<file path="config.mk">
export PLATFORM = sky130hd
export DESIGN_NAME = slice_block_writer_flat
export DESIGN_NICKNAME = d
export VERILOG_FILES = /design/src/rtl/slice_block_writer_pkg.sv /design/src/rtl/slice_block_writer_if.sv /design/src/rtl/slice_block_writer_block_addr_gen.sv /design/src/rtl/slice_block_writer.sv /design/src/flat_wrapper.sv
export SDC_FILE = /design/constraint.sdc
export NUM_CORES = 1
export LEC_CHECK = 0
export CAP_MARGIN = 20
export CORE_MARGIN = 2
export CORE_UTILIZATION = 46
export DETAILED_ROUTE_END_ITERATION = 6
export PLACE_DENSITY = 0.89
export SYNTH_ARGS = -nofsm -noshare
export SYNTH_HDL_FRONTEND = slang
export SYNTH_HIERARCHICAL = 1
export SYNTH_SLANG_ARGS = --single-unit
</file>
<file path="constraint.sdc">
create_clock -name clock -period 5.35 [get_ports clock]
set_clock_uncertainty 0.2 [all_clocks]
set_input_delay 0.8025 -clock clock [delete_from_list [all_inputs] [get_ports clock]]
set_output_delay 0.8025 -clock clock [all_outputs]
set_load 0.02 [all_outputs]
</file>
<file path="src/rtl/slice_block_writer_pkg.sv">
// Shared constants and types for the slice writer and the 8x8 block fetch stage.
// Pure declarations: no latency, no flow control.
package slice_block_writer_pkg;

  localparam int BLOCK_DIM        = 8;
  localparam int PIXELS_PER_BLOCK = 64;
  localparam int BLOCKS_PER_MB    = 4;
  localparam int MB_DIM           = 16;
  localparam int MAX_BLOCK_NUM    = 32;
  localparam int MEM_WORDS        = 4096;
  localparam int BANK_WORDS       = 2048;

  localparam int ADDR_W = 12;
  localparam int PIX_W  = 16;
  localparam int X_W    = 7;
  localparam int Y_W    = 4;

  typedef logic [ADDR_W-1:0] addr_t;
  typedef logic [PIX_W-1:0]  pix_t;

  typedef struct packed {
    logic        en;
    addr_t       addr;
    logic [31:0] dat;
  } wr_t;

endpackage

</file>
<file path="src/rtl/slice_block_writer_if.sv">
// Pixel stream, memory write port and bank handshake between writer and its neighbours.
// slave = the writer, master = producer/memory/consumer side.
interface slice_block_writer_if;
  import slice_block_writer_pkg::*;

  logic        pixel_valid;
  pix_t        pixel_data;
  logic        pixel_ready;
  logic        mem_wr_en;
  addr_t       mem_wr_addr;
  logic [31:0] mem_wr_data;
  logic        bank_valid;
  logic [31:0] bank_offset;
  logic        bank_done;
  logic        bank_release;
  logic        release_error;

  modport slave (
    input  pixel_valid, pixel_data, bank_release,
    output pixel_ready, mem_wr_en, mem_wr_addr, mem_wr_data,
           bank_valid, bank_offset, bank_done, release_error
  );

  modport master (
    output pixel_valid, pixel_data, bank_release,
    input  pixel_ready, mem_wr_en, mem_wr_addr, mem_wr_data,
           bank_valid, bank_offset, bank_done, release_error
  );

endinterface

</file>
<file path="src/rtl/slice_block_writer_block_addr_gen.sv">
// Raster (x, y, bank) to block-order word address; purely combinational, no flow control.
// Layout: bank | macroblock | block row | block col | row in block | col in block.
module block_addr_gen
  import slice_block_writer_pkg::*;
(
  input  logic [X_W-1:0] x,
  input  logic [Y_W-1:0] y,
  input  logic           bank,
  output addr_t          addr
);

  logic [4:0] blk;

  // blk = mb*4 + (y>>3)*2 + ((x>>3)&1); every term is a power of two so it packs as bit fields
  assign blk  = {x[6:4], y[3], x[3]};
  assign addr = {bank, blk, y[2:0], x[2:0]};

endmodule

</file>
<file path="src/rtl/slice_block_writer.sv">
// Writes a raster luma slice into ping-pong banks in 8x8 block order; write issued 1 cycle after accept.
// pixel_ready drops while the bank being filled is still unreleased; bank_release frees the oldest bank.
module slice_block_writer
  import slice_block_writer_pkg::*;
#(
  parameter int MB_PER_SLICE = 8
) (
  input  logic                 clock,
  input  logic                 reset_n,
  slice_block_writer_if.slave  bus
);

  localparam int X_MAX = MB_PER_SLICE * MB_DIM - 1;

  localparam logic [1:0] ST_RESET = 2'd0;
  localparam logic [1:0] ST_FILL  = 2'd1;
  localparam logic [1:0] ST_STALL = 2'd2;

  logic [1:0]     state;
  logic [X_W-1:0] x;
  logic [Y_W-1:0] y;
  logic           wr_bank;
  logic           wr_bank_nxt;
  logic           rd_bank;
  logic [1:0]     full;
  logic [1:0]     full_nxt;
  logic           accept;
  logic           last_pix;
  logic           complete;
  logic           rel_ok;
  addr_t          pix_addr;
  wr_t            wr_q;
  logic           done_q;
  logic           rel_err_q;

  block_addr_gen u_addr_gen (
    .x    (x),
    .y    (y),
    .bank (wr_bank),
    .addr (pix_addr)
  );

  assign accept      = bus.pixel_valid && (state == ST_FILL);
  assign last_pix    = (x == X_W'(X_MAX)) && (y == 4'd15);
  assign complete    = accept && last_pix;
  assign rel_ok      = bus.bank_release && (|full);
  assign wr_bank_nxt = wr_bank ^ complete;

  // A completing bank and a released bank can never collide: completion needs full[wr_bank]=0,
  // a valid release needs full[rd_bank]=1.
  always_comb begin
    full_nxt = full;
    if (complete) full_nxt[wr_bank] = 1'b1;
    if (rel_ok)   full_nxt[rd_bank] = 1'b0;
  end

  always_ff @(posedge clock or negedge reset_n) begin
    if (!reset_n) begin
      state     <= ST_RESET;
      x         <= '0;
      y         <= '0;
      wr_bank   <= 1'b0;
      rd_bank   <= 1'b0;
      full      <= '0;
      wr_q      <= '0;
      done_q    <= 1'b0;
      rel_err_q <= 1'b0;
    end else begin
      state   <= full_nxt[wr_bank_nxt] ? ST_STALL : ST_FILL;
      full    <= full_nxt;
      wr_bank <= wr_bank_nxt;
      rd_bank <= rd_bank ^ rel_ok;
      wr_q.en <= accept;
      done_q  <= complete;
      if (accept) begin
        wr_q.addr <= pix_addr;
        wr_q.dat  <= {16'h0, bus.pixel_data};
        if (x == X_W'(X_MAX)) begin
          x <= '0;
          y <= y + 1'b1;
        end else begin
          x <= x + 1'b1;
        end
      end
      if (bus.bank_release && !(|full)) rel_err_q <= 1'b1;
    end
  end

  assign bus.pixel_ready   = (state == ST_FILL);
  assign bus.mem_wr_en     = wr_q.en;
  assign bus.mem_wr_addr   = wr_q.addr;
  assign bus.mem_wr_data   = wr_q.dat;
  assign bus.bank_done     = done_q;
  assign bus.bank_valid    = |full;
  assign bus.bank_offset   = ((|full) && rd_bank) ? 32'(BANK_WORDS) : 32'd0;
  assign bus.release_error = rel_err_q;

endmodule

</file>
<file path="src/flat_wrapper.sv">
// flat-port wrapper written by rule: the top's interface ports become plain ports
module slice_block_writer_flat import slice_block_writer_pkg::*;
#(
  parameter int MB_PER_SLICE = 8
)
  (clock, reset_n, bus_pixel_valid, bus_pixel_data, bus_bank_release, bus_pixel_ready, bus_mem_wr_en, bus_mem_wr_addr, bus_mem_wr_data, bus_bank_valid, bus_bank_offset, bus_bank_done, bus_release_error);
  slice_block_writer_if bus_i ();
  input  logic clock;
  input  logic reset_n;
  input wire logic [$bits(bus_i.pixel_valid)-1:0] bus_pixel_valid;
  input wire logic [$bits(bus_i.pixel_data)-1:0] bus_pixel_data;
  input wire logic [$bits(bus_i.bank_release)-1:0] bus_bank_release;
  output wire logic [$bits(bus_i.pixel_ready)-1:0] bus_pixel_ready;
  output wire logic [$bits(bus_i.mem_wr_en)-1:0] bus_mem_wr_en;
  output wire logic [$bits(bus_i.mem_wr_addr)-1:0] bus_mem_wr_addr;
  output wire logic [$bits(bus_i.mem_wr_data)-1:0] bus_mem_wr_data;
  output wire logic [$bits(bus_i.bank_valid)-1:0] bus_bank_valid;
  output wire logic [$bits(bus_i.bank_offset)-1:0] bus_bank_offset;
  output wire logic [$bits(bus_i.bank_done)-1:0] bus_bank_done;
  output wire logic [$bits(bus_i.release_error)-1:0] bus_release_error;
  assign bus_i.pixel_valid = bus_pixel_valid;
  assign bus_i.pixel_data = bus_pixel_data;
  assign bus_i.bank_release = bus_bank_release;
  assign bus_pixel_ready = bus_i.pixel_ready;
  assign bus_mem_wr_en = bus_i.mem_wr_en;
  assign bus_mem_wr_addr = bus_i.mem_wr_addr;
  assign bus_mem_wr_data = bus_i.mem_wr_data;
  assign bus_bank_valid = bus_i.bank_valid;
  assign bus_bank_offset = bus_i.bank_offset;
  assign bus_bank_done = bus_i.bank_done;
  assign bus_release_error = bus_i.release_error;
  slice_block_writer #(.MB_PER_SLICE(MB_PER_SLICE)) u_core (.clock(clock), .reset_n(reset_n), .bus(bus_i));
endmodule
</file>
# [After elaboration in Yosys (flattened, before gate mapping)]
# Index checks and enable logic that the tools add are counted.
# Widths: inputs -> output; s select.
[word_totals] ff_bits=48 inputBits=20 output_inout_bits=81 word_cells=48
[classes] addsub=2 magnitude_cmp=5 eq_ne=3 mux=11 n_bitwise=5 reduce_logical=11
[op_table] cell="$mux 12" count=1
[op_table] cell="$logic_and 1x1->1" count=8
[op_table] cell="$add 7x1->7 const B" count=1
[op_table] cell="$eq 7x7->1 const B" count=1
[op_table] cell="$mux 7" count=1
[op_table] cell="$lt 1x2->1 const B" count=3
[op_table] cell="$mux 2" count=3
[op_table] cell="$add 4x1->4 const B" count=1
[op_table] cell="$eq 4x4->1 const B" count=1
[op_table] cell="$mux 1" count=4
[op_table] cell="$and 2x2->2" count=1
[op_table] cell="$demux 1 s1" count=2
[op_table] cell="$eq 2x1->1 const B" count=1
[op_table] cell="$ge 1x1->1 const B" count=2
[op_table] cell="$not 2->2" count=1
[op_table] cell="$or 2x2->2" count=1
[op_table] cell="$reduce_and 2->1" count=1
[op_table] cell="$reduce_or 2->1" count=1
[op_table] cell="$xor 1x1->1" count=2
[op_table] cell="$logic_not 1->1" count=1

# [Logic depth before layout (Yosys ltp)]
[depth] ltp_word=11 depth_mapped=5 ltp_nobuf=5

# [Cells and area by module]
# The synthesis kept the hierarchy.
[modules_own_cells] module="slice_block_writer" instances=1 cells_each=244 area_per_inst_um2=2284.7 seq_area_each_um2=1201.2
[modules_own_cells] module="block_addr_gen" instances=1 cells_each=12 area_per_inst_um2=90.1 seq_area_each_um2=0.0

# [Least setup slack after synthesis]
# Ideal clock, no wire load.
[synth_timing] path_type="input-to-reg" from="in bus_pixel_valid" to="reg u_core.state[0]" setup_ns=0.125 arrival_time_ns=1.833 required_ns=5.025 setup_slack_ns=3.192 path_stages=4 path_buffers=0 path_cell_list="nand3b_4 nor4_4 xnor2_1 mux2_2"
[synth_via] elab_chain_len=8 elab_cells_between_ends=9 cone_classes="mux (5); bitwise (2); reduce/logical (2)"
[synth_rtl] item="start: declaration" line="flat_wrapper.sv:10" source="input wire logic [$bits(bus_i.pixel_valid)-1:0] bus_pixel_valid;"
[synth_rtl] item="$logic_and 1x1->1 (*)" line="slice_block_writer.sv:43" source="assign accept = bus.pixel_valid && (state == ST_FILL);"
[synth_rtl] item="$logic_and 1x1->1 (*)" line="slice_block_writer.sv:45" source="assign complete = accept && last_pix;"
[synth_rtl] item="net u_core.complete" line="slice_block_writer.sv:29" source="logic complete;"
[synth_rtl] item="$mux 2" line="slice_block_writer.sv:53" source="if (complete) full_nxt[wr_bank] = 1'b1;"
[synth_rtl] item="$and 2x2->2 (no source line)"
[synth_rtl] item="$mux 2" line="slice_block_writer.sv:54" source="if (rel_ok) full_nxt[rd_bank] = 1'b0;"
[synth_rtl] item="$mux 1 (implied by the code) (*) (2 in a row)" line="slice_block_writer.sv:69" source="state <= full_nxt[wr_bank_nxt] ? ST_STALL : ST_FILL;"
[synth_rtl] item="$mux 2 (*)" line="slice_block_writer.sv:69"
[synth_rtl] item="end signal: assignment" line="slice_block_writer.sv:69"
[synth_rtl] item="end: declaration" line="slice_block_writer.sv:19" source="logic [1:0] state;"
# The timed path passes the listed nets; every way through them passes the cells marked *. The select of a mux whose other input is x is not followed.
# A chain may end at the register's enable or synchronous reset.

# [Final worst setup path]
[layout_timing] from="in bus_pixel_valid" to="reg u_core.x[3]"
[layout_via] elab_chain_len=1
[layout_rtl] item="$logic_and 1x1->1" line="slice_block_writer.sv:43"
[layout_rtl] item="end signal: assignment" line="slice_block_writer.sv:82" source="x <= x + 1'b1;"
[layout_rtl] item="end: declaration" line="slice_block_writer.sv:20" source="logic [X_W-1:0] x;"
# Every way passes these cells.

==> impl_metrics.yaml <==
setup_path:
  worstPathArrival_ps: 2780
  worstSetupEndpointType: "flip-flop"
  r2r.worst_path.cells: 6
  reg2reg_slack_ps: 3080
  r2r-start: "u_core/state[1]$_DFF_PN0_"
  r2r-end: "u_core/x[3]$_DFFE_PN0P_"
  worstSetupStartpointType: "input port"
  critPathKind: "in2reg"
  cp_max_fo: 37
  critical_path_required_ps: 5310
grt:
  grt-ovfl-total: 0
  grt_start_max_net_pins: 49
  grtUsageTotal_pct: 14.7
  antenna_found_initial: 0
  grt_pass1_wl_mm: 6.35
  grt_pass1_vias: 1418
clock_tree:
  cts.sinks: 48
  cts_tree: "yes"
  clk_pin_slew_ps: 80
  cts.htree.levels: 2
  root_buffer: "clkbuf_8"
  postCtsSetupBuffers: 0
  clk_latency_ps: 300
  cts-buffers-inserted: 5
  postCtsHoldBufs: 0
  cts.path.max_buffers: 2
  cts_resized: 0
worst_hold_path:
  hp-start: "u_core/bus.mem_wr_data[12]$_DFFE_PN0P_"
  hp-class: "reg2reg"
  holdPathEnd: "u_core/bus.mem_wr_data[12]$_DFFE_PN0P_"
  hold_depth: 2
synth:
  yosysSeqAreaShare_pct: 50.6
  ys_ff_latch: 48
  synth_fa_ha_area_share_pct: 1.05
  synth-warning-count: 6
  synth_xor_area_share_pct: 3.32
  synth_compound_area_share_pct: 2.16
  muxShareOfSynthArea_pct: 1.37
  synth_simple_gate_area_share_pct: 21.0
  synth_area_sq_mm: 0.00237
  syn_inst: 256
  avgSynthCellArea_sq_um: 9.28
  synth_top_family_by_area: "simple AND/OR/NAND/NOR gates"
  synth_cell_type_count: 29
finish:
  seqCellArea_sq_mm: 0.00120
  drive_gt1_share_pct: 5.69
  n_antenna_cell: 0
  num-fill-cells: 466
  final_area_sq_mm: 0.00285
  area_growth_pct: 20.1
  multiInputGateArea_sq_um: 862
  fin_nets: 320
  stdcell_count: 369
floorplanning:
  die_w_um: 75.9
  die-area_sq_mm: 0.00575
  start_util_pct: 47.1
  die_h_um: 75.9
  io-pin-count: 101
  coreArea_sq_mm: 0.00504
  rows: 26
sta:
  grt_setup_unrepaired: "false"
  min_period_ps: 2820
  final.period_utilization_pct: 52.7
  tightest_slew_ps: 626
  finalHoldViolCount: 0
  slew_headroom_pct: 57.9
  holdWs_ps: 280
  fmax_mhz: 355
  drv_slew: 0
  setup_viol_count_final: 0
  tns_ps: 0
placed_design:
  gp_routability_congestion: 0.800
  dp_cells: 360
  numPortBuffers: 53
  dp_hpwl_mm: 2.87
  placed_cell_area_sq_mm: 0.00270
pwr:
  finalPower_w: 0.000937
  peakVddDrop_mv: 0.249
  power.density_mw_per_mm2: 328
  p_leak_nw: 1.47
route:
  dr.pass1.iters: 4
  wl_per_cell_um: 10.9
  wirelength_mm: 4.02
  ant_nets: 0
  routed-via-count: 1618
  drc_errors: 0
  via_per_inst: 4.38
  detail_route.iter0.violations: 77
status:
  status: "completed"
run:
  maxCapViolations: 0
-- where the power goes --
part | internal (W) | switching, W | leakage (nW) | total (W)
clock network | 0.000165 | 0.000115 | 0.0645 | 0.000280
registers | 0.000407 | 0.0000411 | 0.604 | 0.000448
logic | 0.0000873 | 0.000121 | 0.799 | 0.000209
total | 0.000659 | 0.000277 | 1.47 | 0.000937
-- flip-flops by register name, indices dropped and copies added (netlist names) --
signal,count
u_core/bus.mem_wr_data,16
u_core/bus.mem_wr_en,1
u_core/x,7
u_core/wr_bank,1
u_core/state,2
u_core/bus.mem_wr_addr,12
u_core/full,2
u_core/y,4
u_core/rd_bank,1
u_core/bus.release_error,1
u_core/bus.bank_done,1
-- cells in the mapped netlist --
library cell,instances,area (sq um)
nand2_1,96,360
buf_4,59,443
dfrtp_1,48,1200
xnor2_1,6,52.6
clkbuf_1,5,18.8
inv_1,4,15.0
nor2_1,3,11.3
nor2b_1,3,18.8
nor3_1,3,15.0
o21ai_0,3,15.0
xor2_1,3,26.3
buf_1,2,7.51
ha_1,2,25.0
mux2_2,2,22.5
nand3_1,2,10.0
nand4_1,2,12.5
a21oi_1,1,5.00
a22o_1,1,8.76
a31oi_1,1,6.26
and2_1,1,6.26
and3_1,1,6.26
conb_1,1,3.75
mux2i_1,1,10.0
nand3_2,1,10.0
nand3b_4,1,20.0
nor4_4,1,21.3
o21bai_1,1,7.51
o22a_1,1,8.76
or2_2,1,6.26
-- cell families after synthesis --
| kind of cell | Yosys count |
|---|---|
| mux | 3 |
| xor+xnor | 9 |
| buf+inv | 70 |
| flops | 48 |
| fa+ha+maj | 2 |
| other cells | 1 |
| compound gates | 8 |
| simple gates | 115 |
-- cells in the final DEF (no fill, tap or decap), drive strengths merged, types with 2 or more instances in the layout --
cell type and instances:
clkdlybuf4s50 52, dfrtp 48, mux2 2, clkbuf 7, nand3 3, xor2 3
nor3 3, xnor2 6, conb 47, nand2 96, nor2 3, buf 3
nor2b 3, ha 2, nand4 2, o21ai 3, inv 4
-- stage by stage --
step	utilization, %	worst slack (ps)
finish	56.6	2530
global route	56.6	2370
CTS	56.0	2540
detailed placement	53.5	2230
global placement	53.5	2300
floorplan	-	3190
-- worst max-delay path by stage --
| stage | from | end | slack, ps | cells past startpoint |
|---|---|---|---|---|
| detailed placement | bus_pixel_valid | u_core/x[3]$_DFFE_PN0P_ | 2230 | 7 |
| global route | bus_pixel_valid | u_core/x[3]$_DFFE_PN0P_ | 2370 | 7 |
| global placement | bus_pixel_valid | u_core/x[3]$_DFFE_PN0P_ | 2300 | 7 |
| floorplan | bus_pixel_valid | u_core/state[0]$_DFF_PN0_ | 3190 | 4 |
| finish | bus_pixel_valid | u_core/x[3]$_DFFE_PN0P_ | 2530 | 7 |
| CTS | bus_pixel_valid | u_core/x[3]$_DFFE_PN0P_ | 2540 | 7 |
-- routing by layer --
layer	global-route usage (%)	wire, um	part of all wire, %	vias up
met2	25.4	2070	52	57
li1	-	-	-	775
met5	0	0	0	-
met4	5.26	51	1.3	0
met3	3.70	220	5.5	7
met1	17.9	1670	42	779
-- worst max-delay path, cell delays in order --
cell,delay [ps]
clkdlybuf4s50_1,500
nand3b_4,360
inv_1,450
buf_4,310
nand4_1,130
xor2_1,150
nor2_1,60
-- layout make-up --
class / count / area share (%)
Tap cell: 70 / 3.07
Timing Repair Buffer: 55 / 19.6
Multi-Input combinational cell: 184 / 30.2
Clock buffer: 7 / 3.38
Sequential cell: 48 / 42.1
Clock inverter: 1 / 1.05
Inverter: 4 / 0.526
Power figures use the tool's default switching activity.
